### config.mk
export PLATFORM = sky130hd
export DESIGN_NAME = cg_nz_scan_pp_flat
export DESIGN_NICKNAME = d
export VERILOG_FILES = /design/src/rtl/cg_nz_scan_pp_if.sv /design/src/rtl/cg_nz_scan_pp.sv /design/src/flat_wrapper.sv
export SDC_FILE = /design/constraint.sdc
export NUM_CORES = 2
export LEC_CHECK = 0
export ABC_CLOCK_PERIOD_IN_PS = 6850
export CAP_MARGIN = 25
export CELL_PAD_IN_SITES_DETAIL_PLACEMENT = 0
export CELL_PAD_IN_SITES_GLOBAL_PLACEMENT = 1
export CORE_MARGIN = 8
export CORE_UTILIZATION = 52
export DETAILED_ROUTE_END_ITERATION = 10
export PLACE_DENSITY = 0.93
export SYNTH_ARGS = -nofsm -noshare
export SYNTH_HDL_FRONTEND = slang
export SYNTH_SLANG_ARGS = --single-unit
export TNS_END_PERCENT = 20
### constraint.sdc
create_clock -name clk -period 6.85 [get_ports clk]
set_input_delay 0.685 -clock clk [delete_from_list [all_inputs] [get_ports clk]]
set_output_delay 0.685 -clock clk [all_outputs]
set_load 0.05 [all_outputs]
### src/rtl/cg_nz_scan_pp_if.sv
// rtl/cg_nz_scan_pp_if.sv - load and result handshakes of the coefficient-group scanner
interface cg_nz_scan_pp_if #(
    parameter int COEFF_W = 16,
    parameter int CG_SIZE = 16
);
    localparam int POS_W = $clog2(CG_SIZE);

    logic                       valid_in;
    logic                       ready_in;
    logic signed [COEFF_W-1:0]  coef_in;
    logic [POS_W-1:0]           position_in;
    logic                       load_done;
    logic [CG_SIZE*POS_W-1:0]   scan_order;
    logic                       valid_out;
    logic                       ready_out;
    logic [POS_W-1:0]           firstNZ;
    logic [POS_W-1:0]           lastNZ;
    logic                       hasNZ;
    logic                       sum_parity;
    logic                       sbh_flag;

    modport master (
        output valid_in, coef_in, position_in, load_done, scan_order, ready_out,
        input  ready_in, valid_out, firstNZ, lastNZ, hasNZ, sum_parity, sbh_flag
    );

    modport slave (
        input  valid_in, coef_in, position_in, load_done, scan_order, ready_out,
        output ready_in, valid_out, firstNZ, lastNZ, hasNZ, sum_parity, sbh_flag
    );
endinterface

### src/rtl/cg_nz_scan_pp.sv
// rtl/cg_nz_scan_pp.sv - ping-pong CG scanner for sign bit hiding; SBH_PARITY_EN enables parity/sbh_flag
module cg_nz_scan_pp #(
    parameter int COEFF_W    = 16,
    parameter int CG_SIZE    = 16,
    parameter int LANES      = 4,
    parameter int SBH_THRESH = 4
) (
    input logic             clk,
    input logic             rst_n,
    cg_nz_scan_pp_if.slave  bus
);
    localparam int POS_W = $clog2(CG_SIZE);
    localparam int G     = CG_SIZE / LANES;
    localparam int GW    = (G > 1) ? $clog2(G) : 1;

    if ((CG_SIZE < 4) || ((CG_SIZE & (CG_SIZE - 1)) != 0) || ((LANES & (LANES - 1)) != 0) ||
        (LANES > CG_SIZE) || (SBH_THRESH < 0) || (SBH_THRESH > CG_SIZE)) begin : g_bad_params
        $error("cg_nz_scan_pp: illegal parameter combination");
    end

    typedef enum logic [1:0] {B_EMPTY, B_FILLING, B_FULL} bank_st_t;
    typedef enum logic [1:0] {S_IDLE, S_SCAN, S_HOLD} scan_st_t;

    logic signed [COEFF_W-1:0]  mem [2][CG_SIZE];
    logic [CG_SIZE*POS_W-1:0]   order [2];
    bank_st_t                   bst [2];
    logic                       wr_bank, rd_bank;
    scan_st_t                   state;
    logic [GW-1:0]              g;
    logic [POS_W-1:0]           acc_first, acc_last, nxt_first, nxt_last;
    logic                       acc_has, nxt_has;
    logic [POS_W-1:0]           first_q, last_q;
    logic                       has_q, valid_q;
    logic [POS_W-1:0]           idx, pos;
    logic signed [COEFF_W-1:0]  coef;
    logic                       wr_en, done_en, last_grp;

    assign bus.ready_in  = (bst[wr_bank] != B_FULL);
    assign wr_en         = bus.valid_in && bus.ready_in;
    assign done_en       = bus.load_done && bus.ready_in;
    assign last_grp      = (g == GW'(G - 1));
    assign bus.valid_out = valid_q;
    assign bus.firstNZ   = first_q;
    assign bus.lastNZ    = last_q;
    assign bus.hasNZ     = has_q;

`ifdef SBH_PARITY_EN
    logic             acc_par, nxt_par, par_q, sbh_q;
    logic [POS_W:0]   dist;
    assign dist           = {1'b0, nxt_last} - {1'b0, nxt_first};
    assign bus.sum_parity = par_q;
    assign bus.sbh_flag   = sbh_q;
`else
    assign bus.sum_parity = 1'b0;
    assign bus.sbh_flag   = 1'b0;
`endif

    // Lanes are visited in ascending scan index so the first hit in a group wins firstNZ.
    always_comb begin
        nxt_first = acc_first;
        nxt_last  = acc_last;
        nxt_has   = acc_has;
        idx       = '0;
        pos       = '0;
        coef      = '0;
`ifdef SBH_PARITY_EN
        nxt_par   = acc_par;
`endif
        for (int l = 0; l < LANES; l++) begin
            idx  = POS_W'(int'(g) * LANES + l);
            pos  = order[rd_bank][int'(idx)*POS_W +: POS_W];
            coef = mem[rd_bank][pos];
            if (coef != '0) begin
                if (!nxt_has)
                    nxt_first = idx;
                nxt_last = idx;
                nxt_has  = 1'b1;
            end
`ifdef SBH_PARITY_EN
            nxt_par = nxt_par ^ coef[0];
`endif
        end
    end

    // Loader and scanner never touch the same bank in one cycle: the scanned bank is FULL,
    // so the loader is stalled whenever both pointers coincide.
    always_ff @(posedge clk or negedge rst_n) begin
        if (!rst_n) begin
            for (int b = 0; b < 2; b++) begin
                for (int p = 0; p < CG_SIZE; p++)
                    mem[b][p] <= '0;
                order[b] <= '0;
                bst[b]   <= B_EMPTY;
            end
            wr_bank   <= 1'b0;
            rd_bank   <= 1'b0;
            state     <= S_IDLE;
            g         <= '0;
            acc_first <= '1;
            acc_last  <= '1;
            acc_has   <= 1'b0;
            first_q   <= '1;
            last_q    <= '1;
            has_q     <= 1'b0;
            valid_q   <= 1'b0;
`ifdef SBH_PARITY_EN
            acc_par   <= 1'b0;
            par_q     <= 1'b0;
            sbh_q     <= 1'b0;
`endif
        end else begin
            if (wr_en) begin
                mem[wr_bank][bus.position_in] <= bus.coef_in;
                if (bst[wr_bank] == B_EMPTY)
                    bst[wr_bank] <= B_FILLING;
            end
            if (done_en) begin
                bst[wr_bank]   <= B_FULL;
                order[wr_bank] <= bus.scan_order;
                wr_bank        <= ~wr_bank;
            end
            case (state)
                S_IDLE: begin
                    if (bst[rd_bank] == B_FULL) begin
                        state     <= S_SCAN;
                        g         <= '0;
                        acc_first <= '1;
                        acc_last  <= '1;
                        acc_has   <= 1'b0;
`ifdef SBH_PARITY_EN
                        acc_par   <= 1'b0;
`endif
                    end
                end
                S_SCAN: begin
                    acc_first <= nxt_first;
                    acc_last  <= nxt_last;
                    acc_has   <= nxt_has;
                    g         <= g + 1'b1;
`ifdef SBH_PARITY_EN
                    acc_par   <= nxt_par;
`endif
                    if (last_grp) begin
                        first_q <= nxt_first;
                        last_q  <= nxt_last;
                        has_q   <= nxt_has;
                        valid_q <= 1'b1;
`ifdef SBH_PARITY_EN
                        par_q   <= nxt_par;
                        sbh_q   <= nxt_has && (dist >= (POS_W+1)'(SBH_THRESH));
`endif
                        for (int p = 0; p < CG_SIZE; p++)
                            mem[rd_bank][p] <= '0;
                        bst[rd_bank] <= B_EMPTY;
                        rd_bank      <= ~rd_bank;
                        state        <= S_HOLD;
                    end
                end
                S_HOLD: begin
                    if (valid_q && bus.ready_out) begin
                        valid_q <= 1'b0;
                        state   <= S_IDLE;
                    end
                end
                default: state <= S_IDLE;
            endcase
        end
    end
endmodule

### src/flat_wrapper.sv
// flat-port wrapper written by rule: the top's interface ports become plain ports
module cg_nz_scan_pp_flat 
#(
    parameter int COEFF_W    = 16,
    parameter int CG_SIZE    = 16,
    parameter int LANES      = 4,
    parameter int SBH_THRESH = 4
)
  (clk, rst_n, bus_valid_in, bus_coef_in, bus_position_in, bus_load_done, bus_scan_order, bus_ready_out, bus_ready_in, bus_valid_out, bus_firstNZ, bus_lastNZ, bus_hasNZ, bus_sum_parity, bus_sbh_flag);
  cg_nz_scan_pp_if #(.COEFF_W(COEFF_W), .CG_SIZE(CG_SIZE)) bus_i ();
  input logic clk;
  input logic rst_n;
  input wire logic [$bits(bus_i.valid_in)-1:0] bus_valid_in;
  input wire logic [$bits(bus_i.coef_in)-1:0] bus_coef_in;
  input wire logic [$bits(bus_i.position_in)-1:0] bus_position_in;
  input wire logic [$bits(bus_i.load_done)-1:0] bus_load_done;
  input wire logic [$bits(bus_i.scan_order)-1:0] bus_scan_order;
  input wire logic [$bits(bus_i.ready_out)-1:0] bus_ready_out;
  output wire logic [$bits(bus_i.ready_in)-1:0] bus_ready_in;
  output wire logic [$bits(bus_i.valid_out)-1:0] bus_valid_out;
  output wire logic [$bits(bus_i.firstNZ)-1:0] bus_firstNZ;
  output wire logic [$bits(bus_i.lastNZ)-1:0] bus_lastNZ;
  output wire logic [$bits(bus_i.hasNZ)-1:0] bus_hasNZ;
  output wire logic [$bits(bus_i.sum_parity)-1:0] bus_sum_parity;
  output wire logic [$bits(bus_i.sbh_flag)-1:0] bus_sbh_flag;
  assign bus_i.valid_in = bus_valid_in;
  assign bus_i.coef_in = bus_coef_in;
  assign bus_i.position_in = bus_position_in;
  assign bus_i.load_done = bus_load_done;
  assign bus_i.scan_order = bus_scan_order;
  assign bus_i.ready_out = bus_ready_out;
  assign bus_ready_in = bus_i.ready_in;
  assign bus_valid_out = bus_i.valid_out;
  assign bus_firstNZ = bus_i.firstNZ;
  assign bus_lastNZ = bus_i.lastNZ;
  assign bus_hasNZ = bus_i.hasNZ;
  assign bus_sum_parity = bus_i.sum_parity;
  assign bus_sbh_flag = bus_i.sbh_flag;
  cg_nz_scan_pp #(.COEFF_W(COEFF_W), .CG_SIZE(CG_SIZE), .LANES(LANES), .SBH_THRESH(SBH_THRESH)) u_core (.clk(clk), .rst_n(rst_n), .bus(bus_i));
endmodule
==> summary.txt <==
Synthesis
  • Synth Flop Type: dfrtp_1
  • Post-synth EDFFs: 0
  • Synth warnings: 0
  • Most frequent cell after synthesis: nand2_1
  • Post-Synthesis Cells: between 3000 and 4000
  • Count of different cell masters after synthesis: between 60 and 70
  • Netlist Area Pre-Place: ~30000 um2
  • List of most frequent post-synthesis cells: nand2_1, dfrtp_1, a21oi_1
  • Synth async-reset ratio: 100%
  • Synth area leader: dfrtp_1
  • Share of the synthesized area in the top cell type: 55.3%
  • Top cells by area, synth: dfrtp_1, nand2_1, a21oi_1, mux2_2, mux4_2
  • Sequential fraction of the synthesis area: 56.8%
  • Yosys reg bits: 669
  • Mapped Avg Cell Area: 9.41 um2

Finish
  • Nets: around 3300
  • Multi-input combinational cell area: 11900 um2
  • Fillers: about 4600
  • Layout area overhead: 13.5%
  • Share of post-route cells with drive strength above 1: a little under an eighth
  • Ant diodes: 0
  • Reg area: roughly 17000 um2

Power
  • Sw Share: 36.0%
  • Static leakage: about 0.014 uW
  • Tot Pwr: ~15000 uW
  • P_sw: ~5500 uW
  • Clock network fraction of design power: between 20% and 30%
  • Internal Power: slightly below 10000 uW
  • Combinational group share of total power: a little over a third
  • Power Dens Cells: ~460 nW/um2
  • VDD IR max: about 0.44 mV
  • Seq pwr share: between 40% and 50%

Routing
  • DR vias/cell: 5.97
  • Post-route ant nets: 0
  • Initial drt markers: about 2800
  • Final wirelength: roughly 85000 um
  • Initial DRT Pass Iterations: 6
  • Vias post-DR: ~24000
  • DRC viols: 0
  • Avg WL per Cell: 21.3 um

Floorplan
  • Die span in x: around 250 um
  • I/O pins: about 100
  • Starting density of the core: 52.5%
  • Die ar.: ~65000 um2
  • Die Y: approximately 250 um
  • Core footprint: approximately 56000 um2
  • FP Rows: 87

Setup path
  • Crit path largest cell delay: between 0.9 and 1 ns
  • Most frequent CP cell: o21ai_1
  • WS Path Type: flip-flop to flip-flop
  • CP Capture Type: flip-flop
  • RR Startpoint: u_core.rd_bank$_DFFE_PN0P_
  • WP data required: 7.37 ns
  • R2r setup slk: 2.40 ns
  • Crit path DAT: around 5.0 ns
  • CP Launch Type: flip-flop
  • Critical path, cell by cell: buf_4, nor4b_1, nand4_1, nor4_1, nor2_1, a211oi_1, o21ai_1, o211ai_2, nand4_2, o21ai_1, a22oi_1
  • CP max FO: 50
  • Critical Path Slowest Stage Cell: dfrtp_4
  • Crit path from: u_core.rd_bank$_DFFE_PN0P_

Global route
  • First-pass GRT wire length: approximately 130000 um
  • Initial antenna violation count: 0
  • Total global-route track usage: 26.0%
  • Total global routing overflow: 0
  • Largest net degree at the start of global routing: about 200
  • Vias in the first global route: about 23000

CTS
  • CTS H-tree lvls: 3
  • Hold buffers post-CTS: 0
  • CTS Sinks: about 670
  • Cts bufs inserted: 71
  • Post-CTS Setup Inserts: 0
  • CTS Buffer Depth: 3
  • Gates resized, CTS repair: 0
  • Root Driver: clkbuf_16
  • Clk slew on worst S/H paths: about 0.060 ns
  • CTS tree: built
  • Clk Latency, worst-skew pair: approximately 0.60 ns

STA
  • Fin. Hold Viols: 0
  • Worst-margin pin slew: 1.14 ns
  • Final setup TNS: 0 ns
  • Post-route minimum period: between 4 and 5 ns
  • Endpoints failing setup: 0
  • Fmax: 225 MHz
  • Max_slew headroom: around a quarter
  • Post-route clock skew: roughly 0.02 ns
  • RSZ-0062 raised after global routing: no
  • Slew Viols, Final: 0
  • Period utilisation layout: between 60% and 70%

Placement
  • Routability Congestion: 0.855
  • DP HPWL: between 50000 and 60000 um
  • Port Buffers: between 90 and 100

Status
  • Status: completed

Worst hold path
  • Hold Crit Class: primary input to asynchronous set/reset pin

Run
  • MaxCap Viol Count: 0
## through the flow
step           util, %  instances  hold slack [ns]  worst slack [ns]  cell area [um2]
5_1_grt           59.5       3968            0.199              2.05            33500
4_1_cts           59.1       3952            0.158              2.57            33300
2_1_floorplan        -       3140            0.389              3.91            29500
3_5_place_dp      55.1       3824            0.468              2.60            31000
6_report          59.5       3968            0.122              2.40            33500
3_3_place_gp      54.8       3814            0.459              2.64            30800
## cell type report
| type | count | area share [%] |
|---|---|---|
| Clock inverter | 9 | 0.284 |
| Inverter | 13 | 0.146 |
| Sequential cell | 669 | 50.0 |
| Timing Repair Buffer | 155 | 4.73 |
| Tap cell | 756 | 2.82 |
| Multi-Input combinational cell | 2247 | 35.4 |
| Clock buffer | 119 | 6.54 |
## logic make-up after synthesis
family,after synthesis,share of synthesized area (%)
AO/OA/AOI/OAI,617,11.2
adder cells (fa/ha/maj),5,0.212
other,1,0.0127
buffers and inverters,224,3.10
multiplexers,193,8.66
AND/OR/NAND/NOR,1429,20.0
XOR/XNOR,1,0.0297
flip-flops,669,56.8
## cells in the final DEF (no fill, tap or decap), types with 7 or more instances in the layout
cell type        Yosys  final
mux4_2              34     34
buf_6                5      7
a22oi_1             16     16
nand2b_1            10     10
o21ai_0             14     14
nor4_1              96     96
clkbuf_16            0     74
mux2_2             132    132
nand2_1           1101   1101
clkbuf_1           187     28
buf_2                9     16
clkbuf_8             0     20
nor4b_1             15     15
nor2_1             103    101
mux2i_1             21     21
buf_12               0     13
dfrtp_1            653    651
inv_1               10     10
clkdlybuf4s50_1      0     82
nand3_1             34     33
a21oi_1            536    536
buf_4                7     31
nand4_1             18     18
nor2b_1              8      8
o21ai_1             11     11
dfstp_2             16     16
nor3_1              30     30
## registers in the layout, indices dropped and copies added, names as in the netlist, 2 cells and up
| register | cells |
|---|---|
| u_core.mem | 512 |
| u_core.order | 128 |
| u_core.acc_first | 4 |
| u_core.acc_last | 4 |
| u_core.bst | 4 |
| u_core.bus.firstNZ | 4 |
| u_core.bus.lastNZ | 4 |
| u_core.g | 2 |
| u_core.state | 2 |
## final timing paths
| path | endpoint | cells past startpoint |
|---|---|---|
| max | u_core.acc_last[3]$_DFFE_PN1P_ | 11 |
| min | u_core.mem[373]$_DFF_PN0_ | 1 |
| max reg2reg | u_core.acc_last[3]$_DFFE_PN1P_ | 11 |
| min reg2reg | u_core.bus.lastNZ[3]$_DFFE_PN1P_ | 2 |
| max in group asynchronous | u_core.mem[55]$_DFF_PN0_ | 2 |
| min in group clk | u_core.bus.lastNZ[3]$_DFFE_PN1P_ | 2 |
## worst max-delay path: cells and delay by family (launching register included)
family                 cells  cell delay [ns]
flip-flops                 1             0.98
buffers and inverters      1             0.39
AND/OR/NAND/NOR            5             1.78
AO/OA/AOI/OAI              5             1.16
## power groups by stage
| stage | Combinational, uW | Clock, uW | Sequential [uW] |
|---|---|---|---|
| after floorplan | 3890 | 0 | 5930 |
| final | 5420 | 3780 | 6150 |
| after detailed placement | 5300 | 0 | 6210 |
| after global routing | 5900 | 3980 | 6300 |
| after global placement | 5130 | 0 | 6120 |
| after CTS | 5340 | 3830 | 6170 |
## routing by layer
layer / GRT usage (%) / wire (um)
met4: 9.32 / 2870
met5: 0 / 0
met2: 41.8 / 40700
met3: 4.09 / 6420
met1: 35.7 / 34600
No activity file was read; power rests on OpenSTA's default activity.
